`src/rtl/writeback_regfile_pkg.sv`:
```
// rtl/writeback_regfile_pkg.sv - shared types, flag constants and NZP helper for the writeback register file
package writeback_regfile_pkg;

  typedef enum logic [1:0] {
    WB_ALU  = 2'd0,
    WB_MEM  = 2'd1,
    WB_PC   = 2'd2,
    WB_NONE = 2'd3
  } wb_sel_e;

  localparam logic [2:0] PSR_N = 3'b100;
  localparam logic [2:0] PSR_Z = 3'b010;
  localparam logic [2:0] PSR_P = 3'b001;

  localparam int MAX_W = 64;

  // Callers zero-extend their data and name the sign bit; zero-extension keeps the zero test valid.
  function automatic logic [2:0] nzp(input logic [MAX_W-1:0] data, input logic [5:0] msb);
    if (data[msb]) return PSR_N;
    else if (data == '0) return PSR_Z;
    else return PSR_P;
  endfunction

endpackage

```
`src/rtl/wb_regfile_core.sv`:
```
// rtl/wb_regfile_core.sv - register storage with one synchronous write port and two asynchronous read ports
module wb_regfile_core #(
  parameter int DATA_WIDTH = 16,
  parameter int NUM_REGS   = 8,
  parameter int ADDR_W     = 3
) (
  input  logic                  clk_i,
  input  logic                  rst_i,
  input  logic                  we_i,
  input  logic [ADDR_W-1:0]     waddr_i,
  input  logic [DATA_WIDTH-1:0] wdata_i,
  input  logic [ADDR_W-1:0]     raddr1_i,
  input  logic [ADDR_W-1:0]     raddr2_i,
  output logic [DATA_WIDTH-1:0] rdata1_o,
  output logic [DATA_WIDTH-1:0] rdata2_o
);

  localparam logic [ADDR_W:0] NUM_REGS_L = (ADDR_W+1)'(NUM_REGS);

  logic [DATA_WIDTH-1:0] mem_q [NUM_REGS];

  always_ff @(posedge clk_i) begin
    if (rst_i) begin
      for (int i = 0; i < NUM_REGS; i++) mem_q[i] <= '0;
    end else if (we_i && ({1'b0, waddr_i} < NUM_REGS_L)) begin
      mem_q[waddr_i] <= wdata_i;
    end
  end

  // Indices past the last register read as zero rather than aliasing.
  assign rdata1_o = ({1'b0, raddr1_i} < NUM_REGS_L) ? mem_q[raddr1_i] : '0;
  assign rdata2_o = ({1'b0, raddr2_i} < NUM_REGS_L) ? mem_q[raddr2_i] : '0;

endmodule

```
`src/rtl/writeback_regfile.sv`:
```
// rtl/writeback_regfile.sv - writeback stage: source mux, NZP flags, read bypass and commit pulse
module writeback_regfile
  import writeback_regfile_pkg::*;
#(
  parameter int         DATA_WIDTH = 16,
  parameter int         NUM_REGS   = 8,
  parameter int         BYPASS     = 1,
  parameter logic [2:0] PSR_RESET  = 3'b010,
  localparam int        ADDR_W     = $clog2(NUM_REGS)
) (
  input  logic                  clock,
  input  logic                  reset,
  input  logic                  enable_writeback,
  input  logic [1:0]            W_Control,
  input  logic [DATA_WIDTH-1:0] aluout,
  input  logic [DATA_WIDTH-1:0] memout,
  input  logic [DATA_WIDTH-1:0] pcout,
  input  logic [ADDR_W-1:0]     dr,
  input  logic [ADDR_W-1:0]     sr1,
  input  logic [ADDR_W-1:0]     sr2,
  output logic [DATA_WIDTH-1:0] VSR1,
  output logic [DATA_WIDTH-1:0] VSR2,
  output logic [2:0]            psr,
  output logic                  writeback_enb_out
);

  localparam logic [ADDR_W:0] NUM_REGS_L = (ADDR_W+1)'(NUM_REGS);
  localparam bit              BYP        = (BYPASS != 0);

  wb_sel_e               sel;
  logic [DATA_WIDTH-1:0] din;
  logic                  wr_qual;
  logic [DATA_WIDTH-1:0] rd1, rd2;
  logic [2:0]            psr_d, psr_q;
  logic                  pulse_q;

  assign sel = wb_sel_e'(W_Control);

  always_comb begin
    din = '0;
    case (sel)
      WB_ALU:  din = aluout;
      WB_MEM:  din = memout;
      WB_PC:   din = pcout;
      default: din = '0;
    endcase
  end

  // Folding reset in here drops a colliding write and suppresses bypass during reset.
  assign wr_qual = enable_writeback && (sel != WB_NONE) &&
                   ({1'b0, dr} < NUM_REGS_L) && !reset;

  wb_regfile_core #(
    .DATA_WIDTH (DATA_WIDTH),
    .NUM_REGS   (NUM_REGS),
    .ADDR_W     (ADDR_W)
  ) u_core (
    .clk_i    (clock),
    .rst_i    (reset),
    .we_i     (wr_qual),
    .waddr_i  (dr),
    .wdata_i  (din),
    .raddr1_i (sr1),
    .raddr2_i (sr2),
    .rdata1_o (rd1),
    .rdata2_o (rd2)
  );

  always_comb begin
    psr_d = psr_q;
    if (wr_qual) psr_d = nzp(MAX_W'(din), 6'(DATA_WIDTH-1));
  end

  always_ff @(posedge clock) begin
    if (reset) begin
      psr_q   <= PSR_RESET;
      pulse_q <= 1'b0;
    end else begin
      psr_q   <= psr_d;
      pulse_q <= wr_qual;
    end
  end

  assign VSR1 = (BYP && wr_qual && (dr == sr1)) ? din : rd1;
  assign VSR2 = (BYP && wr_qual && (dr == sr2)) ? din : rd2;

  assign psr               = psr_q;
  assign writeback_enb_out = pulse_q;

endmodule
```
`config.mk`:
```
export PLATFORM = sky130hd
export DESIGN_NAME = writeback_regfile
export DESIGN_NICKNAME = d
export VERILOG_FILES = /design/src/rtl/writeback_regfile_pkg.sv /design/src/rtl/wb_regfile_core.sv /design/src/rtl/writeback_regfile.sv
export SDC_FILE = /design/constraint.sdc
export NUM_CORES = 1
export LEC_CHECK = 0
export CAP_MARGIN = 20
export CORE_ASPECT_RATIO = 1.25
export CORE_MARGIN = 2
export CORE_UTILIZATION = 50
export DETAILED_ROUTE_END_ITERATION = 6
export GPL_TIMING_DRIVEN = 0
export PLACE_DENSITY = 0.84
export SLEW_MARGIN = 20
export SYNTH_ARGS = -nofsm -noshare
export SYNTH_HDL_FRONTEND = slang
export SYNTH_HIERARCHICAL = 1
export SYNTH_SLANG_ARGS = --single-unit
```
`constraint.sdc`:
```
create_clock -name clock -period 7.2 [get_ports clock]
set_input_delay 1.44 -clock clock [delete_from_list [all_inputs] [get_ports clock]]
set_output_delay 1.44 -clock clock [all_outputs]
set_load 0.02 [all_outputs]
```
; ---- After elaboration in Yosys (flattened, before gate mapping)
; Memory sizes are Yosys's and may differ from the RTL's.
; Index checks and enable logic that the tools add are counted.
[op_classes]
n_mux = 13
div = 0
magnitude_cmp = 0
mul = 0
n_reduce_logical = 8
add_sub_neg = 0
bitwise = 0
n_eq_ne = 5
n_shift = 0
[op_table]
columns = cell, count
row1 = two-way mux 16 bit, 3
row2 = case mux 16 bit (3 select lines), 1
row3 = zero test 16 bit, 1
row4 = OR reduction 16 bit, 1
row5 = == test 3 bit, 2
row6 = two-way mux 1 bit, 6
row7 = two-way mux 3 bit, 2
row8 = logical AND 1 bit, 4
row9 = "== test 2 x 1 -> 1 bit, second input constant", 1
row10 = "== test 2 bit, second input constant", 1
row11 = zero test 2 bit, 1
row12 = two-way mux 2 bit, 1
row13 = "inequality test 2 bit, second input constant", 1
row14 = zero test 1 bit, 1
[totals]
reg_bits = 4
wordCells = 29
rom_bits = 0
latch_bits = 0
ramBits = 128
out_inout_bits = 36
memories = 1
[memory_table]
columns = name, words, word_bits, rd, rd_ports_with_merged_regs, write_ports, line
row1 = u_core.mem_q, 8, 16, 2, 0, 8, wb_regfile_core.sv:20  ; logic [DATA_WIDTH-1:0] mem_q [NUM_REGS];

; ---- Longest topological paths before layout
[logic_depth]
word_depth = 8
depth_mapped = 9
ltp_nobuf = 5

; ---- Hierarchy
; Netlist, hierarchy kept.
[by_module_without_submodules]
columns = module, seq_area_each_um2, area_each_um2, cells_each, n_inst
row1 = wb_regfile_core, 3843.7, 6999.2, 430, 1
row2 = writeback_regfile, 80.1, 1127.3, 105, 1

; ---- Worst setup path after synthesis
; No wires, ideal clock.
[synth_path]
kind = input port to output port
start = input sr1[0]
end = output VSR1[11]
path_buffers = 2
arrival_ns = 2.856
cell_stages = 5
path_slack_ns = 2.904
cell_sequence = buf_6 > buf_6 > mux4_1 > mux2_2 > mux2_1
[synth_lines]
columns = item, line
row1 = from (decl), writeback_regfile.sv:19  ; input logic [ADDR_W-1:0] sr1,
row2 = memory read (8 x 16 bit), -
row3 = net rd1[11], writeback_regfile.sv:33  ; logic [DATA_WIDTH-1:0] rd1, rd2;
row4 = two-way mux 16 bit, writeback_regfile.sv:84  ; assign VSR1 = (BYP && wr_qual && (dr == sr1)) ? din : rd1;
row5 = to (decl), writeback_regfile.sv:21  ; output logic [DATA_WIDTH-1:0] VSR1,
; The timed path passes the listed nets, and every way through them passes these cells.

; ---- Final worst setup path
[layout_path]
start = input sr2[2]
end = output VSR2[11]
[layout_lines]
columns = item, line
row1 = from (decl), writeback_regfile.sv:20  ; input logic [ADDR_W-1:0] sr2,
row2 = memory read (8 x 16 bit), -
row3 = net rd2[11], writeback_regfile.sv:33
row4 = two-way mux 16 bit, writeback_regfile.sv:85  ; assign VSR2 = (BYP && wr_qual && (dr == sr2)) ? din : rd2;
row5 = to (decl), writeback_regfile.sv:22  ; output logic [DATA_WIDTH-1:0] VSR2,
; The timed path passes the listed nets, and every way through them passes these cells.

==> results.yml <==
clocking:
  root_buffer: "clkbuf_16"
  cts_made_buffers: 17
  clock-sinks: 132
  h-tree-depth: 4
  cts_resized: 0
  clock_latency_ps: 420
  postCtsSetupRepairBufs: 0
  path_clk_slew_ps: 60
  cts_hold_buffers: 0
  cts_tree: "built"
  clock_path_buffers: 2
timing:
  finalMaxSlewViolations: 0
  fin_worst_skew_ps: 0
  rsz0062_at_grt: "false"
  max_freq_mhz: 173
  setup_viol: 0
  hold_violations: 0
  fin_setup_tns_ps: 0
  finalCriticalPeriod_ps: 5780
  hold_ws_ps: 487
  fin_ws_ps: 1420
  worstMarginPinSlew_ps: 744
  period_share_pct: 80.3
  max_slew_margin_pct: 50.4
flow_run:
  max_cap_violations: 0
yosys:
  ys_types: 42
  syn-num-nets: 597
  async_flop_share_pct: 0
  synth_area_sq_um: 8130
  synth.largest_area_cell: "edfxtp_1"
  ys_ff_latch: 132
  synth_seq_area_share_pct: 48.3
  synth.avg_cell_area_sq_um: 15.2
  synth_top_area_share_pct: 47.3
  ys.flop_type: "edfxtp_1"
  synthTopCellsByArea: "edfxtp_1 47%, mux4_1 18%, nor3_1 7.5%"
  syn_inst: 535
  synth-warning-count: 6
  synth-edff-count: 128
power_and_ir_drop:
  p_per_area_nw_per_um2: 223
  p_sw_uw: 604
  p_leak_nw: 3.37
  p_seq_share_pct: 40.4
  p_clk_share_pct: 40.5
  vdd_drop_max_mv: 0.179
  p_int_mw: 1.65
  total_power_mw: 2.25
  swShare_pct: 26.8
  combPwrFrac_pct: 19.1
worst_setup_path:
  worstPathArrival_ps: 4340
  cp.required_ps: 5760
  critPathLaunchType: "primary input"
  r2r-start: "psr[2]"
  startpoint: "sr2[2]"
  critical_path_class: "primary input to primary output"
  cp-end-kind: "primary output"
  crit_fanout: 10
detailed_routing:
  ant_nets: 0
  drc_errors: 0
  drt_iter0_markers: 726
  post_drt_wl_per_cell_um: 28.0
  viasPerCell: 6.77
  drt_pass1_iterations: 5
  num_vias: 5999
  drt_wl_total_mm: 24.8
final_layout:
  post-route-util_pct: 62.8
  layout_commonest_cell: "edfxtp_1"
  area_growth_pct: 24.2
  final_cell_mix: "128 x edfxtp_1, 122 x nor3_1, 95 x clkdlybuf4s50_1, 56 x mux4_1, 54 x mux2_2"
  drive_gt1_share_pct: 23.1
  diodes: 0
  nNetsFinal: 719
hold_path:
  holdCritStartpoint: "psr[0]"
  hold_class: "flop to flop"
outcome:
  status: "completed"
place:
  dp_slack_ps: 1510
  dp_hpwl_mm: 17.4
  gp_congestion: 0.918
  port_buffers: 95
global_routing:
  grt_max_degree: 17
  grt_pass1_vias: 6363
  grt_first_pass_wirelength_mm: 37.6
  antenna_found_initial: 0
  gr-total-overflow: 0
  track_usage_pct: 29.3
floorplanning:
  fp.dieArea_sq_um: 17300
  initial_core_util_pct: 50.6
  core_sq_um: 16100
  rows: 52
  ios: 98
  fp.dieW_um: 118
  die_h_um: 147
power by group through the flow:
stage | logic [mW] | clock network [mW] | registers (mW)
3_5_place_dp | 0.418 | 0 | 0.921
6_report | 0.431 | 0.912 | 0.909
5_1_grt | 0.445 | 0.946 | 0.912
2_1_floorplan | 0.246 | 0 | 0.913
4_1_cts | 0.424 | 0.910 | 0.907
3_3_place_gp | 0.402 | 0 | 0.915
state kept, by name (all words and copies together) (netlist names):
signal / flops
u_core/mem_q: 128
writeback_enb_out: 1
psr: 3
critical path: stages:
cell,delay [ps]
clkdlybuf4s50_1,690
buf_1,580
mux4_1,440
mux2_2,300
mux2_1,320
clkdlybuf4s50_1,560
synthesized netlist by cell type (5+ instances only):
library cell / number
o2bb2ai_1: 11
clkbuf_1: 24
nor3_1: 122
buf_6: 15
mux2_1: 11
mux2_2: 54
mux4_2: 7
xnor2_1: 6
o2bb2ai_2: 5
nor3_2: 6
edfxtp_1: 128
o21bai_1: 8
clkbuf_8: 5
buf_1: 6
mux4_1: 56
mux2i_1: 16
clkinv_1: 16
path summary, 6_finish.rpt:
check	endpoint	slack, ps	depth (start not counted)
setup / recovery	VSR2[11]	1420	6
hold / removal	psr[0]	490	2
setup reg to reg	psr[2]	6520	3
hold reg to reg	psr[0]	490	2
per-stage QoR:
stage,cell area [sq um],std cells
global placement,9350,846
floorplan,8130,535
global route,10100,886
finish,10100,886
CTS,10100,886
detailed placement,9470,854
kinds of logic after synthesis:
group                  after synthesis  synth area share [%]
AO/OA/AOI/OAI                       28                  3.09
XOR/XNOR                             6                 0.647
buffers and inverters               73                  5.77
flip-flops                         132                  48.3
multiplexers                       146                  31.6
AND/OR/NAND/NOR                    150                  10.6
per-layer routing:
metal	share of wire, %	global-route usage, %	up-vias
met5	0	0	-
met4	5.4	14.5	0
met3	12	8.98	122
met2	51	51.8	528
met1	32	31.7	2887
li1	-	-	2462
layout make-up:
class / count / area (sq um)
Multi-Input combinational cell: 330 / 3760
Sequential cell: 132 / 3920
Timing Repair Buffer: 103 / 1040
Buffer: 56 / 405
Clock inverter: 14 / 189
Fill cell: 1104 / 5980
Clock buffer: 18 / 429
Inverter: 17 / 63.8
Tap cell: 216 / 270
Note: power is estimated with default switching activity, not from simulation.
